**src/rtl/regfile_wb_arbiter_pkg.sv**
```systemverilog
// Shared register-file definitions used by the write-back arbiter and its
// neighbours (address/data widths, the hard-wired zero register).
package regfile_pkg;

   localparam int REG_ADDR_W = 5;
   localparam int REG_DATA_W = 32;

   typedef logic [REG_ADDR_W-1:0] reg_addr_t;
   typedef logic [REG_DATA_W-1:0] reg_data_t;

   localparam reg_addr_t REG_ZERO = '0;

endpackage

```
**src/rtl/regfile_wb_arbiter_if.sv**
```systemverilog
// Write-back request bundle between the execute/memory stages and the
// register-file write-back arbiter.
//   req_valid  per-source write request
//   req_addr   destination register, source i at [i*ADDR_W +: ADDR_W]
//   req_data   write data, source i at [i*DATA_W +: DATA_W]
//   req_ready  one-hot grant back to the sources
// master: the write-back sources; slave: the arbiter.
interface regfile_wb_arbiter_if
   import regfile_pkg::*;
#(
   parameter int NUM_REQ = 3,
   parameter int DATA_W  = REG_DATA_W,
   parameter int ADDR_W  = REG_ADDR_W
);

   logic [NUM_REQ-1:0]        req_valid;
   logic [NUM_REQ*ADDR_W-1:0] req_addr;
   logic [NUM_REQ*DATA_W-1:0] req_data;
   logic [NUM_REQ-1:0]        req_ready;

   modport master (
      output req_valid,
      output req_addr,
      output req_data,
      input  req_ready
   );

   modport slave (
      input  req_valid,
      input  req_addr,
      input  req_data,
      output req_ready
   );

endinterface

```
**src/rtl/regfile_wb_arbiter_rr_arbiter.sv**
```systemverilog
// Round-robin arbiter: grants the first requester at or after the pointer,
// scanning upward and wrapping. The pointer moves past the winner on a grant
// and holds otherwise.
//   clock, reset  clock / async active-high reset (pointer -> 0)
//   enable        0 = no grant this cycle
//   req           request vector
//   gnt           one-hot grant (combinational)
module rr_arbiter #(
   parameter int NUM_REQ = 3
) (
   input  logic               clock,
   input  logic               reset,
   input  logic               enable,
   input  logic [NUM_REQ-1:0] req,
   output logic [NUM_REQ-1:0] gnt
);

   localparam int PTR_W = $clog2(NUM_REQ);

   logic [PTR_W-1:0] ptr;
   logic [PTR_W-1:0] ptr_next;
   logic [PTR_W-1:0] cand;

   // Scan from the farthest offset down to the pointer itself so the
   // nearest requester at or after the pointer is the last one written.
   always_comb begin
      gnt      = '0;
      ptr_next = ptr;
      cand     = '0;
      if (enable) begin
         for (int k = NUM_REQ - 1; k >= 0; k--) begin
            cand = PTR_W'((int'(ptr) + k) % NUM_REQ);
            if (req[cand]) begin
               gnt      = NUM_REQ'(1) << cand;
               ptr_next = PTR_W'((int'(cand) + 1) % NUM_REQ);
            end
         end
      end
   end

   always_ff @(posedge clock or posedge reset) begin
      if (reset) begin
         ptr <= '0;
      end else begin
         ptr <= ptr_next;
      end
   end

endmodule

```
**src/rtl/regfile_wb_arbiter.sv**
```systemverilog
// Register-file write-back arbiter: shares the single register-file write
// port between NUM_REQ sources with round-robin grant and valid/ready
// handshake, one registered output stage, $0 write suppression and a
// committed-write counter.
//   clock, reset   clock / async active-high reset
//   wb_stall       1 = issue no grants this cycle
//   req_if         write-back request bundle (slave side)
//   wr_en/addr/data registered register-file write port
//   wr_src         source index owning the current write
//   wr_count       committed (non-$0) writes, wraps
// Optional macro REGFILE_BYPASS_EN adds a two-read-port forwarding path
// (byp_addr_sX/byp_rf_sX in, byp_data_sX out) so a read in the write cycle
// sees the new value.
module regfile_wb_arbiter
   import regfile_pkg::*;
#(
   parameter int NUM_REQ = 3,
   parameter int DATA_W  = REG_DATA_W,
   parameter int ADDR_W  = REG_ADDR_W,
   parameter int CNT_W   = 16
) (
   input  logic                       clock,
   input  logic                       reset,
   input  logic                       wb_stall,
   regfile_wb_arbiter_if.slave        req_if,
`ifdef REGFILE_BYPASS_EN
   input  logic [ADDR_W-1:0]          byp_addr_s1,
   input  logic [ADDR_W-1:0]          byp_addr_s2,
   input  logic [DATA_W-1:0]          byp_rf_s1,
   input  logic [DATA_W-1:0]          byp_rf_s2,
   output logic [DATA_W-1:0]          byp_data_s1,
   output logic [DATA_W-1:0]          byp_data_s2,
`endif
   output logic                       wr_en,
   output logic [ADDR_W-1:0]          wr_addr,
   output logic [DATA_W-1:0]          wr_data,
   output logic [$clog2(NUM_REQ)-1:0] wr_src,
   output logic [CNT_W-1:0]           wr_count
);

   localparam int SRC_W = $clog2(NUM_REQ);

   logic [NUM_REQ-1:0] gnt;
   logic               grant_en;
   logic               accept;
   logic               commit;
   logic [SRC_W-1:0]   sel_idx;
   logic [ADDR_W-1:0]  sel_addr;
   logic [DATA_W-1:0]  sel_data;

   // No grants while reset is held, so a source never sees ready for a
   // request the output stage cannot take.
   assign grant_en = ~wb_stall & ~reset;

   rr_arbiter #(
      .NUM_REQ (NUM_REQ)
   ) u_rr (
      .clock  (clock),
      .reset  (reset),
      .enable (grant_en),
      .req    (req_if.req_valid),
      .gnt    (gnt)
   );

   assign req_if.req_ready = gnt;

   always_comb begin
      sel_idx  = '0;
      sel_addr = '0;
      sel_data = '0;
      for (int i = 0; i < NUM_REQ; i++) begin
         if (gnt[i]) begin
            sel_idx  = SRC_W'(i);
            sel_addr = req_if.req_addr[i*ADDR_W +: ADDR_W];
            sel_data = req_if.req_data[i*DATA_W +: DATA_W];
         end
      end
   end

   assign accept = |gnt;
   // $0 requests complete the handshake but never reach the register file.
   assign commit = accept & (sel_addr != ADDR_W'(REG_ZERO));

   always_ff @(posedge clock or posedge reset) begin
      if (reset) begin
         wr_en    <= 1'b0;
         wr_addr  <= '0;
         wr_data  <= '0;
         wr_src   <= '0;
         wr_count <= '0;
      end else begin
         wr_en <= commit;
         if (commit) begin
            wr_addr  <= sel_addr;
            wr_data  <= sel_data;
            wr_src   <= sel_idx;
            wr_count <= wr_count + 1'b1;
         end
      end
   end

`ifdef REGFILE_BYPASS_EN
   assign byp_data_s1 = (wr_en && (wr_addr == byp_addr_s1) && (byp_addr_s1 != ADDR_W'(REG_ZERO)))
                        ? wr_data : byp_rf_s1;
   assign byp_data_s2 = (wr_en && (wr_addr == byp_addr_s2) && (byp_addr_s2 != ADDR_W'(REG_ZERO)))
                        ? wr_data : byp_rf_s2;
`endif

endmodule

```
**src/flat_wrapper.sv**
```systemverilog
// flat-port wrapper written by rule: the top's interface ports become plain ports
module regfile_wb_arbiter_flat import regfile_pkg::*;
#(
   parameter int NUM_REQ = 3,
   parameter int DATA_W  = REG_DATA_W,
   parameter int ADDR_W  = REG_ADDR_W,
   parameter int CNT_W   = 16
)
  (clock, reset, wb_stall, wr_en, wr_addr, wr_data, wr_src, wr_count, req_if_req_valid, req_if_req_addr, req_if_req_data, req_if_req_ready);
  regfile_wb_arbiter_if #(.NUM_REQ(NUM_REQ), .DATA_W(DATA_W), .ADDR_W(ADDR_W)) req_if_i ();
  input  logic clock;
  input  logic reset;
  input  logic wb_stall;
  output logic wr_en;
  output logic [ADDR_W-1:0] wr_addr;
  output logic [DATA_W-1:0] wr_data;
  output logic [$clog2(NUM_REQ)-1:0] wr_src;
  output logic [CNT_W-1:0] wr_count;
  input wire logic [$bits(req_if_i.req_valid)-1:0] req_if_req_valid;
  input wire logic [$bits(req_if_i.req_addr)-1:0] req_if_req_addr;
  input wire logic [$bits(req_if_i.req_data)-1:0] req_if_req_data;
  output wire logic [$bits(req_if_i.req_ready)-1:0] req_if_req_ready;
  assign req_if_i.req_valid = req_if_req_valid;
  assign req_if_i.req_addr = req_if_req_addr;
  assign req_if_i.req_data = req_if_req_data;
  assign req_if_req_ready = req_if_i.req_ready;
  regfile_wb_arbiter #(.NUM_REQ(NUM_REQ), .DATA_W(DATA_W), .ADDR_W(ADDR_W), .CNT_W(CNT_W)) u_core (.clock(clock), .reset(reset), .wb_stall(wb_stall), .req_if(req_if_i), .wr_en(wr_en), .wr_addr(wr_addr), .wr_data(wr_data), .wr_src(wr_src), .wr_count(wr_count));
endmodule
```
**config.mk**
```make
export PLATFORM = sky130hd
export DESIGN_NAME = regfile_wb_arbiter_flat
export DESIGN_NICKNAME = d
export VERILOG_FILES = /design/src/rtl/regfile_wb_arbiter_pkg.sv /design/src/rtl/regfile_wb_arbiter_if.sv /design/src/rtl/regfile_wb_arbiter_rr_arbiter.sv /design/src/rtl/regfile_wb_arbiter.sv /design/src/flat_wrapper.sv
export SDC_FILE = /design/constraint.sdc
export NUM_CORES = 1
export LEC_CHECK = 0
export ABC_AREA = 1
export CORE_MARGIN = 2
export CORE_UTILIZATION = 42
export DETAILED_ROUTE_END_ITERATION = 8
export HOLD_SLACK_MARGIN = 0.12
export PLACE_DENSITY = 0.84
export SLEW_MARGIN = 20
export SYNTH_ARGS = -nofsm -noshare
export SYNTH_HDL_FRONTEND = slang
export SYNTH_SLANG_ARGS = --single-unit
```
**constraint.sdc**
```tcl
create_clock -name clock -period 3.05 [get_ports clock]
set_input_delay 0.4575 -clock clock [delete_from_list [all_inputs] [get_ports clock]]
set_output_delay 0.4575 -clock clock [all_outputs]
set_load 0.1 [all_outputs]
```
==> results of run 1 <==
## flip-flops by register name, indices dropped and copies added (netlist names)
register         count
u_core.wr_en         1
u_core.u_rr.ptr      2
u_core.wr_data      32
u_core.wr_src        2
u_core.wr_count     16
u_core.wr_addr       5
## final timing paths
kind | slack, ns | start | to
setup / recovery | 0.22 | u_core.u_rr.ptr[0]$_DFFE_PP0P_ | req_if_req_ready[0]
hold / removal | 0.49 | u_core.wr_addr[2]$_DFFE_PP0P_ | u_core.wr_addr[2]$_DFFE_PP0P_
setup reg to reg | 0.28 | u_core.u_rr.ptr[0]$_DFFE_PP0P_ | u_core.wr_count[11]$_DFFE_PP0P_
hold reg to reg | 0.49 | u_core.wr_addr[2]$_DFFE_PP0P_ | u_core.wr_addr[2]$_DFFE_PP0P_
max in group asynchronous | 1.77 | reset | u_core.wr_data[16]$_DFFE_PP0P_
min in group asynchronous | 0.54 | reset | u_core.wr_addr[4]$_DFFE_PP0P_
## layout by cell type (no fill, tap or decap), drive strengths merged
cell	instances
nand4	4
inv	31
nand2	205
dfrtp	58
nand3	73
a21oi	31
clkinv	3
nor3	6
o211ai	2
xnor2	8
clkdlybuf4s50	116
or2	2
o21ai	5
xor2	6
clkbuf	12
o21bai	50
buf	76
nor4	1
ha	5
nor2	26
## per-layer routing
layer | routed length [um] | vias up | track usage, %
met5 | 0 | - | 0
met4 | 223 | 0 | 7.48
met3 | 871 | 21 | 5.27
met2 | 6070 | 202 | 42.3
met1 | 5050 | 1993 | 32.3
li1 | - | 2109 | -
## power breakdown
part           total (mW)  switching (mW)  internal [mW]
registers            1.14           0.159          0.978
logic                4.20            3.00           1.20
clock network       0.629           0.299          0.330
total                5.96            3.46           2.51
## worst max-delay path, stage by stage, from the launching register on
cell	delay (ns)
dfrtp_1	0.39
inv_1	0.10
ha_2	0.33
inv_4	0.10
nand2_1	0.05
nand2_1	0.10
nand2_1	0.10
nor2_1	0.10
nor2_1	0.05
nor2_1	0.26
nand2_1	0.16
inv_2	0.12
buf_12	0.18
## cell type report
cell class              instances  area, sq um
fillers                       742         2930
multi-input cells             424         2130
repair buffers                192         1830
flip-flops and latches         58         1450
clock buffers                  12          155
well taps                     108          135
inverters                      31          119
clock inverters                 3         15.0
## kinds of logic after synthesis
family,share of synthesized area [%]
AO/OA/AOI/OAI,15.0
XOR/XNOR,3.22
adder cells (fa/ha/maj),1.64
buffers and inverters,7.09
flip-flops,38.1
AND/OR/NAND/NOR,35.0
## what timing repair did
action,in CTS,in global routing
setup endpoints to repair,0,58
hold buffers,0,0
gates resized for setup,0,11
==> impl_metrics.csv, run 1 <==
group,metric,value,unit
timing,hold_violations,0,
grt,globalRouteOverflowTotal,0,
logic_synthesis,async_reset_ff_share,100,%
worst_setup_path,worstSetupStartpointType,"flip-flop",
logic_synthesis,synth_edf_count,0,
grt,grt_pass1_wl,19.9,mm
die,die_w,99.3,um
timing,finalSetupViolCount,0,
routing,drt_iter0_markers,163,
placement,portBuffers,175,
logic_synthesis,synthTopCellsByCount,"nand2_1 (201), nand3_1 (73), dfrtp_1 (58)",
power,power,5.96,mW
die,initial_core_util,43.5,%
logic_synthesis,synth_area_per_cell,6.99,sq um
timing,fin_ws,0.216,ns
timing,period_minus_slack,2.83,ns
timing,grt_setup_unrepaired,"false",
outcome,outcome,"complete, no violations",
timing,tightestPinTransition,0.611,ns
grt,grt_max_degree,51,
routing,vias,4325,
clocking,cts_setup_buffers,0,
placement,pre_cts_slack,0.0640,ns
clocking,clkTransAtPathRegs,0.06,ns
logic_synthesis,yosys.area.top_type,"dfrtp_1",
logic_synthesis,synth_nets,667,
flow_run,drv_cap,0,
grt,grt_pass1_vias,4175,
logic_synthesis,postSynthCellCount,545,
timing,finalSetupTns,0,ns
die,rows,34,
timing,clock.fmax,353,MHz
routing,drt-vias-per-instance,5.22,
worst_setup_path,cp.arrival,2.38,ns
logic_synthesis,synth_top_area_share,38.1,%
logic_synthesis,yosysSeqAreaShare,38.1,%
worst_setup_path,critical_path_class,"reg -> out",
routing,first_pass_iters,5,
hold_path,min_path_cells,2,
timing,clock_skew,0.00812,ns
timing,slew_headroom,59.2,%
clocking,h-tree-depth,3,
power,powerDensity,1020,nW/um^2
logic_synthesis,yosys-top-cells-area,"dfrtp_1 (38%), nand2_1 (20%), o21bai_1 (9.8%)",
clocking,clock_path_buffers,2,
die,ios,176,
routing,routed_wirelength,12.2,mm
clocking,clock_sinks,58,
routing,drc,0,
timing,finalMaxSlewViolations,0,
worst_setup_path,critPathMaxFanout,6,
placement,dpl-instance-area,5630,sq um
layout,drive_above_1_share,16.4,%
die,core_area,8760,sq um
power,max-vdd-ir-drop,0.000674,V
clocking,cts_buffers,9,
grt,antenna_found_initial,0,
placement,hpwl,9.30,mm
power,leakage,3.15,nW
placement,gp_congestion,0.893,
layout,fin_area,5830,sq um
layout,layout.nets,838,
timing,holdWs,0.486,ns
grt,grt_usage,25.0,%
clocking,cts_root_buffer,"clkbuf_8",
worst_setup_path,endpoint_kind,"output pin",
die,die_y,99.3,um
routing,wl_per_cell,14.7,um
logic_synthesis,synth.most_common_cell,"nand2_1",
die,die_area,9850,sq um
layout,area_growth,53.1,%
layout,layoutNonFillerInstCount,828,
logic_synthesis,synth_area,3810,sq um
clocking,cts_tree,"done",
hold_path,hold_class,"reg -> reg",
layout,final_core_util,66.6,%
logic_synthesis,ys_seq_elements,58,
placement,placed_cells,813,
clocking,clock_latency,0.34,ns
worst_setup_path,reg2reg_depth,17,
worst_setup_path,crit_required,2.59,ns
logic_synthesis,yosysWarnings,0,
routing,antenna_left,0,
logic_synthesis,synth_top_flop_cell,"dfrtp_1",
layout,antennaDiodeCount,0,
timing,finalCritPeriodShare,92.9,%
logic_synthesis,synth_cell_types,25,
(Power assumes the default switching activity.)
==> run 2: changes to the inputs <==
- CORE_UTILIZATION: 42 -> 55
- DONT_BUFFER_PORTS: not set -> 1
- PLACE_DENSITY: 0.84 -> 0.73
- SYNTH_HIERARCHICAL: not set -> 1
==> run 2 against run 1 <==
Effect of this change: sequential share of layout area increased by 8.4 points; first-iteration DRC count is 1.2% higher; via count shrank 16%; global-route usage rose by 0.73 points; synthesized area down 1.2%.
==> impl_metrics.csv, run 2 <==
group,metric,value,unit
outcome,outcome,"complete, no violations",
grt,globalRouteOverflowTotal,0,
worst_setup_path,critical_path_class,"reg -> out",
clocking,cts_root_buffer,"clkbuf_8",
grt,grt_max_degree,67,
power,powerDensity,1370,nW/um^2
logic_synthesis,postSynthCellCount,525,
logic_synthesis,synth_top_area_share,38.6,%
logic_synthesis,synth_area_per_cell,7.17,sq um
routing,met1_length,4.36,mm
timing,period_minus_slack,2.94,ns
layout,largest_register_ffs,32,
worst_setup_path,crit_required,2.59,ns
worst_setup_path,worstSetupStartpointType,"flip-flop",
power,power,5.98,mW
worst_setup_path,r2r_end,"u_core/wr_data[30]$_DFFE_PP0P_",
worst_setup_path,crit_chain,"inv_1 > ha_1 > inv_2 > nand2_2 > nand3_4 > nand2_2 > nand2_1 > nand3_2 > a21oi_4 > buf_4 > buf_16",
layout,layoutNonFillerInstCount,624,
die,rows,30,
logic_synthesis,synth_top_family_by_area,"simple AND/OR/NAND/NOR gates",
layout,final_core_util,64.9,%
timing,finalMaxSlewViolations,0,
logic_synthesis,synth.mux.area_fraction,0,%
timing,slew_headroom,35.8,%
logic_synthesis,synth_top_flop_cell,"dfrtp_1",
grt,antenna_found_initial,0,
timing,finalSetupViolCount,0,
routing,drt_iter0_markers,165,
logic_synthesis,yosys.area_share.simple,38.0,%
die,die_y,86.7,um
routing,drc,0,
layout,final_cell_mix,"nand2_1 (196), nand3_1 (79), dfrtp_1 (58)",
worst_setup_path,reg2reg_depth,18,
grt,grt_pass1_wl,15.3,mm
routing,wl_met2,5.58,mm
layout,top_register,"u_core/wr_data",
timing,clock_skew,0.00830,ns
timing,clock.fmax,340,MHz
logic_synthesis,ys_seq_elements,58,
power,leakage,2.16,nW
logic_synthesis,yosysSeqAreaShare,38.6,%
die,die_area,7520,sq um
routing,drt-vias-per-instance,5.84,
grt,grt_pass1_vias,3140,
placement,placed_cells,598,
logic_synthesis,async_reset_ff_share,100,%
timing,finalCritPeriodShare,96.3,%
clocking,cts_buffers,9,
logic_synthesis,synth_area,3760,sq um
worst_setup_path,cpMaxStageDelayCell,"dfrtp_1",
worst_setup_path,reg2reg_setup_slack,0.22,ns
clocking,clock_latency,0.33,ns
worst_setup_path,cp.arrival,2.48,ns
logic_synthesis,synth_compound_area_share,11.5,%
clocking,cts_tree,"done",
logic_synthesis,yosys.area.top_type,"dfrtp_1",
layout,antennaDiodeCount,0,
die,initial_core_util,56.0,%
placement,portBuffers,0,
layout,largestRegisters,"u_core/wr_data x32, u_core/wr_count x16, u_core/wr_addr x5",
timing,hold_violations,0,
routing,vias,3645,
worst_setup_path,crit_family,"buffers and inverters",
layout,layout.nets,662,
routing,antenna_left,0,
worst_setup_path,rr_startpoint,"u_core/u_rr/ptr[0]$_DFFE_PP0P_",
flow_run,drv_cap,0,
logic_synthesis,yosysWarnings,6,
logic_synthesis,synth_adder_area_share,1.99,%
power,max-vdd-ir-drop,0.000738,V
clocking,clock_path_buffers,2,
timing,finalSetupTns,0,ns
logic_synthesis,yosys-top-cells-area,"dfrtp_1 (39%), nand2_1 (20%), nand3_1 (11%)",
logic_synthesis,synth_cell_types,27,
routing,wl_met3,688,um
placement,hpwl,6.99,mm
die,ios,176,
worst_setup_path,critPathMaxFanout,33,
die,core_area,6720,sq um
worst_setup_path,cpMostUsedCell,"nand2_2",
die,die_w,86.7,um
worst_setup_path,endpoint_kind,"output pin",
worst_setup_path,max_stage_delay,0.39,ns
grt,grt_usage,25.7,%
clocking,h-tree-depth,3,
logic_synthesis,synth_edf_count,0,
layout,drive_above_1_share,14.2,%
logic_synthesis,synthTopCellsByCount,"nand2_1 (196), nand3_1 (80), dfrtp_1 (58)",
clocking,clock_sinks,58,
logic_synthesis,synth_nets,648,
routing,first_pass_iters,5,
clocking,clkTransAtPathRegs,0.07,ns
routing,wl_per_cell,17.2,um
hold_path,hold_class,"in -> async",
logic_synthesis,synth.most_common_cell,"nand2_1",
layout,layout_commonest_cell,"nand2_1",
worst_setup_path,critPathBufInv,4,
placement,gp_congestion,0.912,
logic_synthesis,synth_xor_area_share,2.56,%
routing,routed_wirelength,10.7,mm
routing,top_layer,"met4",
layout,area_growth,15.9,%
timing,tightestPinTransition,0.963,ns
[run 2: changes by cell type after synthesis, moves of 4 or more]
cell,before,now
inv_1,26,21
a21oi_1,31,2
a22oi_1,0,32
o21bai_1,50,0
nor3_1,6,0
buf_2,21,10
o21ai_0,4,33
nand3_1,73,80
nand3_2,0,4
nand2_1,201,196
buf_4,2,11
[run 2: cell type report]
type | instances | area (sq um)
Inverter | 27 | 101
Tap cell | 80 | 100
Clock buffer | 11 | 131
Sequential cell | 58 | 1450
Timing Repair Buffer | 33 | 377
Clock inverter | 5 | 103
Multi-Input combinational cell | 410 | 2100
Fill cell | 597 | 2360
[run 2: cells by family after synthesis]
kind of cell             after synthesis
AO/OA/AOI/OAI                         69
XOR/XNOR                              11
AND/OR/NAND/NOR                      323
buffers and inverters                 58
adder cells (fa/ha/maj)                6
flip-flops                            58
[run 2: worst max path at each step]
stage,start,to,cells past startpoint
after floorplan,u_core/u_rr/ptr[0]$_DFFE_PP0P_,u_core/wr_count[12]$_DFFE_PP0P_,16
after global placement,u_core/u_rr/ptr[0]$_DFFE_PP0P_,u_core/wr_data[23]$_DFFE_PP0P_,11
after detailed placement,u_core/u_rr/ptr[0]$_DFFE_PP0P_,u_core/wr_data[23]$_DFFE_PP0P_,11
after CTS,u_core/u_rr/ptr[0]$_DFFE_PP0P_,u_core/wr_addr[3]$_DFFE_PP0P_,14
after global routing,u_core/u_rr/ptr[0]$_DFFE_PP0P_,req_if_req_ready[2],11
final,u_core/u_rr/ptr[0]$_DFFE_PP0P_,req_if_req_ready[2],11
[run 2: per-stage QoR]
| step | setup slack [ns] | hold WS [ns] | cell area [sq um] |
|---|---|---|---|
| 2_1_floorplan | 0.0172 | 0.199 | 3790 |
| 3_3_place_gp | 0.127 | 0.207 | 3930 |
| 3_5_place_dp | 0.0482 | 0.211 | 3930 |
| 4_1_cts | 0.00379 | 0.231 | 4180 |
| 5_1_grt | -0.00960 | 0.266 | 4360 |
| 6_report | 0.113 | 0.195 | 4360 |
[run 2: repair_timing]
action | in CTS | in global routing
pin swaps | 0 | 2
hold buffers | 1 | 0
resized for setup | 2 | 10
cloned | 0 | 4
buffers inserted | 0 | 5
endpoints found under the hold margin | 2 | 0
endpoints found under the setup margin | 1 | 58
[run 2: routing by layer]
layer	GRT usage, %	vias to the layer above
met4	8.24	0
li1	-	1765
met3	5.43	9
met2	43.6	151
met5	0	-
met1	32.9	1720
[run 2: report_power, final]
| part | total [mW] | internal (mW) | switching (mW) |
|---|---|---|---|
| clock | 0.861 | 0.542 | 0.319 |
| sequential | 2.04 | 0.944 | 1.10 |
| combinational | 3.08 | 1.03 | 2.05 |
| total | 5.98 | 2.51 | 3.47 |
